$ cat src/rtl/bf_pkg.sv
// Shared definitions for the radix-2 DIF butterfly pipeline.
// Overflow policy is selected with the BF_SAT_EN macro:
//   defined   -> overflowing components clamp to the DW-bit range
//   undefined -> overflowing components wrap (low DW bits kept)
package bf_pkg;

    localparam int BF_DW   = 16;
    localparam int BF_FRAC = 8;

    // Helpers work on one wide signed type so they stay width-agnostic;
    // 64 bits holds the 2*DW+2 combine result for any DW up to 31.
    localparam int BF_XW = 64;
    typedef logic signed [BF_XW-1:0] wide_t;

    // One complex sample at the default word width.
    typedef struct packed {
        logic signed [BF_DW-1:0] re;
        logic signed [BF_DW-1:0] im;
    } cplx_t;

    // floor((x + 2^(k-1)) / 2^k), i.e. round half up; k == 0 passes x through.
    function automatic wide_t round_shift(wide_t x, int k);
        wide_t half;
        if (k == 0) begin
            return x;
        end
        half = wide_t'(1) <<< (k - 1);
        return (x + half) >>> k;
    endfunction

    // True when x is representable as a dw-bit two's complement value.
    function automatic logic fits(wide_t x, int dw);
        wide_t maxv;
        wide_t minv;
        maxv = (wide_t'(1) <<< (dw - 1)) - wide_t'(1);
        minv = -(wide_t'(1) <<< (dw - 1));
        return (x <= maxv) && (x >= minv);
    endfunction

    // Reduce x to dw bits (result sign-extended back to wide_t).
    function automatic wide_t requant(wide_t x, int dw);
`ifdef BF_SAT_EN
        wide_t maxv;
        wide_t minv;
        maxv = (wide_t'(1) <<< (dw - 1)) - wide_t'(1);
        minv = -(wide_t'(1) <<< (dw - 1));
        if (x > maxv) begin
            return maxv;
        end
        if (x < minv) begin
            return minv;
        end
        return x;
`else
        return (x <<< (BF_XW - dw)) >>> (BF_XW - dw);
`endif
    endfunction

endpackage

$ cat src/rtl/bf_cmul.sv
// Two-stage complex multiplier: registered partial products, then the
// combine into P = D * W at 2*DW+2 bits. Partial products hold while
// stall is high so they stay aligned with the rest of the pipeline.
module bf_cmul
    import bf_pkg::*;
#(
    parameter int DW = BF_DW
) (
    input  logic              clk,
    input  logic              rst_n,
    input  logic              stall,
    input  logic [DW:0]       d_re,
    input  logic [DW:0]       d_im,
    input  logic [DW-1:0]     w_re,
    input  logic [DW-1:0]     w_im,
    output logic [2*DW+1:0]   p_re,
    output logic [2*DW+1:0]   p_im
);

    logic signed [2*DW:0] rr, ii, ri, ir;
    logic signed [2*DW:0] dre_x, dim_x, wre_x, wim_x;

    // Sign-extend operands to the product width so the multiply is exact.
    assign dre_x = $signed({{DW{d_re[DW]}}, d_re});
    assign dim_x = $signed({{DW{d_im[DW]}}, d_im});
    assign wre_x = $signed({{(DW+1){w_re[DW-1]}}, w_re});
    assign wim_x = $signed({{(DW+1){w_im[DW-1]}}, w_im});

    // Register the four partial products unless the stage is stalled.
    always_ff @(posedge clk or negedge rst_n) begin
        if (!rst_n) begin
            rr <= '0;
            ii <= '0;
            ri <= '0;
            ir <= '0;
        end else if (!stall) begin
            rr <= dre_x * wre_x;
            ii <= dim_x * wim_x;
            ri <= dre_x * wim_x;
            ir <= dim_x * wre_x;
        end
    end

    // Combine into real/imaginary products, one bit wider to absorb the add.
    always_comb begin
        p_re = $signed({rr[2*DW], rr}) - $signed({ii[2*DW], ii});
        p_im = $signed({ri[2*DW], ri}) + $signed({ir[2*DW], ir});
    end

endmodule

$ cat src/rtl/bf_radix2_pipe.sv
// Pipelined radix-2 DIF butterfly: Y0 = A + B, Y1 = (A - B) * W.
// Three stages with valid/ready flow control and bubble squeezing.
// BF_SAT_EN selects clamp (defined) or wrap (undefined) on overflow.
//
// Handshake: a transfer happens on a rising edge where valid && ready on
// that side. Each stage loads when it is empty or its successor loads, so
// in_ready falls in the same cycle out_ready falls with a full pipeline.
module bf_radix2_pipe
    import bf_pkg::*;
#(
    parameter int DW   = BF_DW,
    parameter int FRAC = BF_FRAC
) (
    input  logic          clk,
    input  logic          rst_n,
    input  logic          in_valid,
    output logic          in_ready,
    input  logic          in_scale,
    input  logic [DW-1:0] A_re,
    input  logic [DW-1:0] A_im,
    input  logic [DW-1:0] B_re,
    input  logic [DW-1:0] B_im,
    input  logic [DW-1:0] W_re,
    input  logic [DW-1:0] W_im,
    output logic          out_valid,
    input  logic          out_ready,
    output logic [DW-1:0] Y0_re,
    output logic [DW-1:0] Y0_im,
    output logic [DW-1:0] Y1_re,
    output logic [DW-1:0] Y1_im,
    output logic          ovf
);

    logic v1, v2, v3;
    logic ld1, ld2, ld3;

    logic signed [DW:0] s1_re, s1_im, d1_re, d1_im;
    logic [DW-1:0]      w1_re, w1_im;
    logic               sc1;

    logic signed [DW:0] s2_re, s2_im;
    logic               sc2;

    logic [2*DW+1:0]    p_re, p_im;

    wide_t              x_y0r, x_y0i, x_y1r, x_y1i;
    logic [DW-1:0]      n_y0r, n_y0i, n_y1r, n_y1i;
    logic               n_ovf;

    // Load enables ripple back from the output so bubbles get squeezed out.
    assign ld3       = ~v3 | out_ready;
    assign ld2       = ~v2 | ld3;
    assign ld1       = ~v1 | ld2;
    assign in_ready  = ld1;
    assign out_valid = v3;

    // S1: widened sum/difference plus twiddle and scale capture.
    always_ff @(posedge clk or negedge rst_n) begin
        if (!rst_n) begin
            v1    <= 1'b0;
            s1_re <= '0;
            s1_im <= '0;
            d1_re <= '0;
            d1_im <= '0;
            w1_re <= '0;
            w1_im <= '0;
            sc1   <= 1'b0;
        end else if (ld1) begin
            v1 <= in_valid;
            if (in_valid) begin
                s1_re <= $signed({A_re[DW-1], A_re}) + $signed({B_re[DW-1], B_re});
                s1_im <= $signed({A_im[DW-1], A_im}) + $signed({B_im[DW-1], B_im});
                d1_re <= $signed({A_re[DW-1], A_re}) - $signed({B_re[DW-1], B_re});
                d1_im <= $signed({A_im[DW-1], A_im}) - $signed({B_im[DW-1], B_im});
                w1_re <= W_re;
                w1_im <= W_im;
                sc1   <= in_scale;
            end
        end
    end

    // S2: carry the sum and scale alongside the multiplier's product stage.
    always_ff @(posedge clk or negedge rst_n) begin
        if (!rst_n) begin
            v2    <= 1'b0;
            s2_re <= '0;
            s2_im <= '0;
            sc2   <= 1'b0;
        end else if (ld2) begin
            v2 <= v1;
            if (v1) begin
                s2_re <= s1_re;
                s2_im <= s1_im;
                sc2   <= sc1;
            end
        end
    end

    bf_cmul #(
        .DW (DW)
    ) u_cmul (
        .clk   (clk),
        .rst_n (rst_n),
        .stall (~ld2),
        .d_re  (d1_re),
        .d_im  (d1_im),
        .w_re  (w1_re),
        .w_im  (w1_im),
        .p_re  (p_re),
        .p_im  (p_im)
    );

    // S3 datapath: round-half-up shift by FRAC (+1 when scaling), then requantise.
    always_comb begin
        x_y0r = round_shift(wide_t'(s2_re), sc2 ? 1 : 0);
        x_y0i = round_shift(wide_t'(s2_im), sc2 ? 1 : 0);
        x_y1r = round_shift(wide_t'($signed(p_re)), sc2 ? FRAC + 1 : FRAC);
        x_y1i = round_shift(wide_t'($signed(p_im)), sc2 ? FRAC + 1 : FRAC);
        n_ovf = ~(fits(x_y0r, DW) & fits(x_y0i, DW) & fits(x_y1r, DW) & fits(x_y1i, DW));
        n_y0r = DW'(requant(x_y0r, DW));
        n_y0i = DW'(requant(x_y0i, DW));
        n_y1r = DW'(requant(x_y1r, DW));
        n_y1i = DW'(requant(x_y1i, DW));
    end

    // S3 registers: outputs hold while the consumer stalls.
    always_ff @(posedge clk or negedge rst_n) begin
        if (!rst_n) begin
            v3    <= 1'b0;
            Y0_re <= '0;
            Y0_im <= '0;
            Y1_re <= '0;
            Y1_im <= '0;
            ovf   <= 1'b0;
        end else if (ld3) begin
            v3 <= v2;
            if (v2) begin
                Y0_re <= n_y0r;
                Y0_im <= n_y0i;
                Y1_re <= n_y1r;
                Y1_im <= n_y1i;
                ovf   <= n_ovf;
            end
        end
    end

endmodule

$ cat config.mk
export PLATFORM = sky130hd
export DESIGN_NAME = bf_radix2_pipe
export DESIGN_NICKNAME = d
export VERILOG_FILES = /design/src/rtl/bf_pkg.sv /design/src/rtl/bf_cmul.sv /design/src/rtl/bf_radix2_pipe.sv
export SDC_FILE = /design/constraint.sdc
export NUM_CORES = 2
export LEC_CHECK = 0
export ABC_AREA = 1
export CAP_MARGIN = 20
export CORE_UTILIZATION = 70
export CTS_BUF_LIST = sky130_fd_sc_hd__clkbuf_4
export CTS_CLUSTER_SIZE = 28
export DETAILED_ROUTE_END_ITERATION = 8
export PLACE_DENSITY = 0.86
export SLEW_MARGIN = 25
export SYNTH_ARGS = -nofsm -noshare
export SYNTH_HDL_FRONTEND = slang
export SYNTH_HIERARCHICAL = 1
export SYNTH_SLANG_ARGS = --single-unit
$ cat constraint.sdc
create_clock -name clk -period 9.19 [get_ports clk]
set_clock_uncertainty 0.2 [all_clocks]
set_input_delay 1.838 -clock clk [delete_from_list [all_inputs] [get_ports clk]]
set_output_delay 1.838 -clock clk [all_outputs]
set_load 0.02 [all_outputs]
After elaboration in Yosys (flattened, before gate mapping). Cells that the tools add are included.

Bits in latches: 0. Word-level logic and storage cells: 83. RAM bits: 0. Memories: 0. Bits in registers: 336. ROM bits: 0.

Bitwise operators: 10. Equal/unequal tests: 0. Reduce and logical (&&, ||, !) cells: 9. Order comparisons: 8. Shift operators: 6. Div/mod/pow operators: 0. Muxes and demuxes: 12. $add $sub $neg: 12. Multiply operators: 4.

Operators with widths (number): $mux W64 (8); $ge A64 B16 Y1 const B (4); $le A64 B16 Y1 const B (4); $mul A17 B16 Y33 (4); $add A17 B64 Y64 (2); $add A34 B64 Y64 (2); $sshl A2 B32 Y64 const A (2); $sshr A64 B32 Y64 (2); $logic_not A32 Y1 (2); $sshr A64 B1 Y64 (1); $sshr A64 B4 Y64 (1); $add A16 B16 Y17 (2); $add A33 B33 Y34 (1); $sub A16 B16 Y17 (2); $sub A33 B33 Y34 (1); $reduce_and A2 Y1 (3); $sub A4 B1 Y5 const B (1); $logic_and A1 B1 Y1 (4); $mux W1 (4); $not A1 Y1 (4); $and A1 B1 Y1 (3); $or A1 B1 Y1 (3); $sub A1 B1 Y2 const B (1).

Longest topological paths before layout.
Depth in word-level cells: 12. Gate-level depth with buffers: 30. Mapped depth without buffers: 29.

Cells and area by module. The synthesis kept the hierarchy.

By module, submodules not included: bf_cmul (cells an instance 7622, area each 54835.1 µm², times used 1); bf_radix2_pipe (cells an instance 2265, area each 15304.7 µm², times used 1).

Worst setup path before layout. No wires, ideal clock.

Path type: register to register. From: reg w1_im[5]. To: reg u_cmul.ri[32]. Slack: 2977 ps. Stages on the path, launching flop included: 23. Required time: 8872 ps. Data arrival time: 5895 ps. Clock period less this slack: 6213 ps. Path through: dfrtp_1 -> clkbuf_1 -> clkbuf_1 -> nand2_1 -> fa_1 -> inv_1 -> fa_1 -> fa_1 -> fa_1 -> inv_1 -> fa_1 -> fa_1 -> inv_1 -> ha_1 -> inv_1 -> nor3_1 -> nand2_1 -> nor3_1 -> nand2_1 -> nand2_1 -> nand2_1 -> nand3_1 -> nand2_1.

Cells in the longest elaborated chain, start to end: 1.

RTL lines: from (decl) (line bf_radix2_pipe.sv:38) `logic [DW-1:0] w1_re, w1_im;`; from (signal assigned) (line bf_radix2_pipe.sv:76) `w1_im <= W_im;`; $mul A17 B16 Y33 (line bf_cmul.sv:39) `ri <= dre_x * wim_x;`; to (signal assigned) (line bf_cmul.sv:39); to (decl) (line bf_cmul.sv:20) `logic signed [2*DW:0] rr, ii, ri, ir;`.

Every way passes these cells. A chain may end at the register's enable or synchronous reset.

Worst setup path after layout.
From: reg w1_re[15]. To: reg u_cmul.ir[22].

Cells in the longest elaborated chain, start to end: 1.

RTL lines: from (decl) (line bf_radix2_pipe.sv:38); from (signal assigned) (line bf_radix2_pipe.sv:75) `w1_re <= W_re;`; $mul A17 B16 Y33 (line bf_cmul.sv:40) `ir <= dim_x * wre_x;`; to (signal assigned) (line bf_cmul.sv:40); to (decl) (line bf_cmul.sv:20).

Every way passes these cells.

==> metrics.txt <==
clock transition at the registers of the reported paths=0.07 ns; Fmax=0.130 GHz; HP Class=flip-flop to flip-flop; Detailed Route Iter0 Violations=7913; Skew-Pair Late Insertion Delay=1.01 ns; antenna violations before repair=6; setup_tns=0 ns; Die Wd=318 µm; DR WL/cell=19.9 µm; floorplan row count=115; worst-path fanout max=15; Setup CP Type=flip-flop to flip-flop; Hold Vio Cnt, Final=0; Synth Warn #=6; Initial Util=0.710; Routed WL=224000 µm; Layout Cells excl Fill=11200; Final setup violation count=0; Hold Path Cell Cnt=2; Crit path arrival time=8.37 ns; Post-Synthesis Cells=9874; Inserted Clock Buffers=97; Mapped Nets=11600; status=finished with violations; number of vias per cell=5.82; RSZ-0062 raised after global routing=false; fin nets=11600; FILL cells=7378; Layout Area Growth over Synthesis=5.42%; die area=101000 µm²; final hold slack=0.284 ns; fin crit period=7.70 ns; Clock Sinks=334; first drt pass iteration count=9; Port Buffer Count=167; first-pass GRT wire length=354000 µm; r2r setup slk=1.49 ns; mapped cell area=70000 µm²; vias in the first global route=66600; Setup crit start kind=flip-flop; GP Congestion=1.04; core area=98700 µm²; total setup buffers inserted after CTS=0; worst r2r path cells=21; H-tree level count=3; Die Span Y=318 µm; ANT nets after route=0; MaxCap Viol Count=0; Slew headroom=0.211; via count=65400; final core area utilization=0.748; clk buf depth=3; Hold-fix buffers, CTS=0; Final period util=0.837; GRT Overall Usage=0.450; register area=8390 µm²; TritonCTS clock tree=done; CTS Root Cell=clkbuf_4; Post-CTS Resized=0; failing checks=design-rule violations; multi-input logic area=50800 µm²; # DRC=2; Worst-Margin Slew=1.18 ns; layout cells sized above 1=0.0354; placed insts=11100; largest net degree at the start of global routing=126; syn_area_per_cell=7.09 µm²; top-level I/O count=168; Final Max Tran Viols=0; Worst Path Required=9.86 ns; crit end category=flip-flop; gr ovfl total=0; HPWL Detailed=178000 µm
cell type report:
type                            count  share of cell area
Multi-Input combinational cell   6656               0.688
Inverter                         2535               0.129
Sequential cell                   334               0.114
Timing Repair Buffer              242              0.0306
Tap cell                         1287              0.0218
Clock buffer                      134              0.0136
Clock inverter                     36             0.00310
Antenna cell                        8            0.000271
final timing paths:
check	from	to
max in group asynchronous	rst_n	w1_re[11]
worst min-delay path	Y1_im[6]	Y1_im[6]
min in group asynchronous	rst_n	Y0_re[14]
worst min register to register	Y1_im[6]	Y1_im[6]
worst max-delay path	w1_re[15]	u_cmul/ir[22]
worst max register to register	w1_re[15]	u_cmul/ir[22]
per-stage QoR:
stage	cell area, µm²	setup WS, ns
2_1_floorplan	70000	2.98
3_3_place_gp	72500	2.11
3_5_place_dp	72500	1.91
4_1_cts	73800	1.87
5_1_grt	73800	1.41
6_report	73800	1.49
routing by layer:
| metal | share of wire | vias to the layer above | GRT usage |
|---|---|---|---|
| met5 | 0.00010 | - | 0 |
| met4 | 0.064 | 2 | 0.247 |
| met3 | 0.13 | 933 | 0.128 |
| met2 | 0.42 | 4327 | 0.658 |
| met1 | 0.38 | 31100 | 0.605 |
| li1 | - | 29000 | - |
layout by cell type (no fill, tap or decap), types with 9 or more instances in the layout:
cell type,instances
a21o_1,15
nor2_4,12
fa_1,1112
o21a_1,12
clkinv_2,11
o21ai_0,283
nand2_2,12
inv_2,9
a21oi_1,294
o31ai_1,11
dfrtp_2,12
o21bai_1,37
buf_4,72
nand3_1,442
nand2_1,2931
nand4_1,102
nor3_1,61
dfrtp_1,318
o21ai_1,16
xnor2_1,40
clkdlybuf4s50_1,166
clkinv_1,23
ha_1,502
a31oi_1,21
xor2_1,89
clkbuf_4,134
nand3b_1,25
or2_2,36
nor2_1,508
a21boi_0,14
inv_1,2521
worst max-delay path, stage by stage (launching register included):
cell and delay (ns):
dfrtp_1 0.67, clkinv_1 0.86, buf_4 0.52, nor2_1 0.19, fa_1 0.47, fa_1 0.52
fa_1 0.53, fa_1 0.53, fa_1 0.55, inv_1 0.05, fa_1 0.53, inv_1 0.04
ha_1 0.45, nand2_1 0.14, nor2_1 0.16, inv_1 0.12, nor2_1 0.36, nand4_1 0.24
nand3_1 0.16, nand2_1 0.06, nand3_1 0.17, nand2_1 0.07
state kept, by name, indices dropped and copies added, names as in the netlist, 16 cells and up:
register   flops
s1_im         17
u_cmul/ri     33
w1_re         16
u_cmul/ir     33
u_cmul/ii     33
u_cmul/rr     33
Y1_im         16
s1_re         17
Y0_im         16
Y1_re         16
s2_re         17
w1_im         16
s2_im         17
Y0_re         16
d1_re         16
d1_im         16
Power is not shown: default switching activity piles up to over one toggle a cycle in this logic, so the estimate is an artifact.
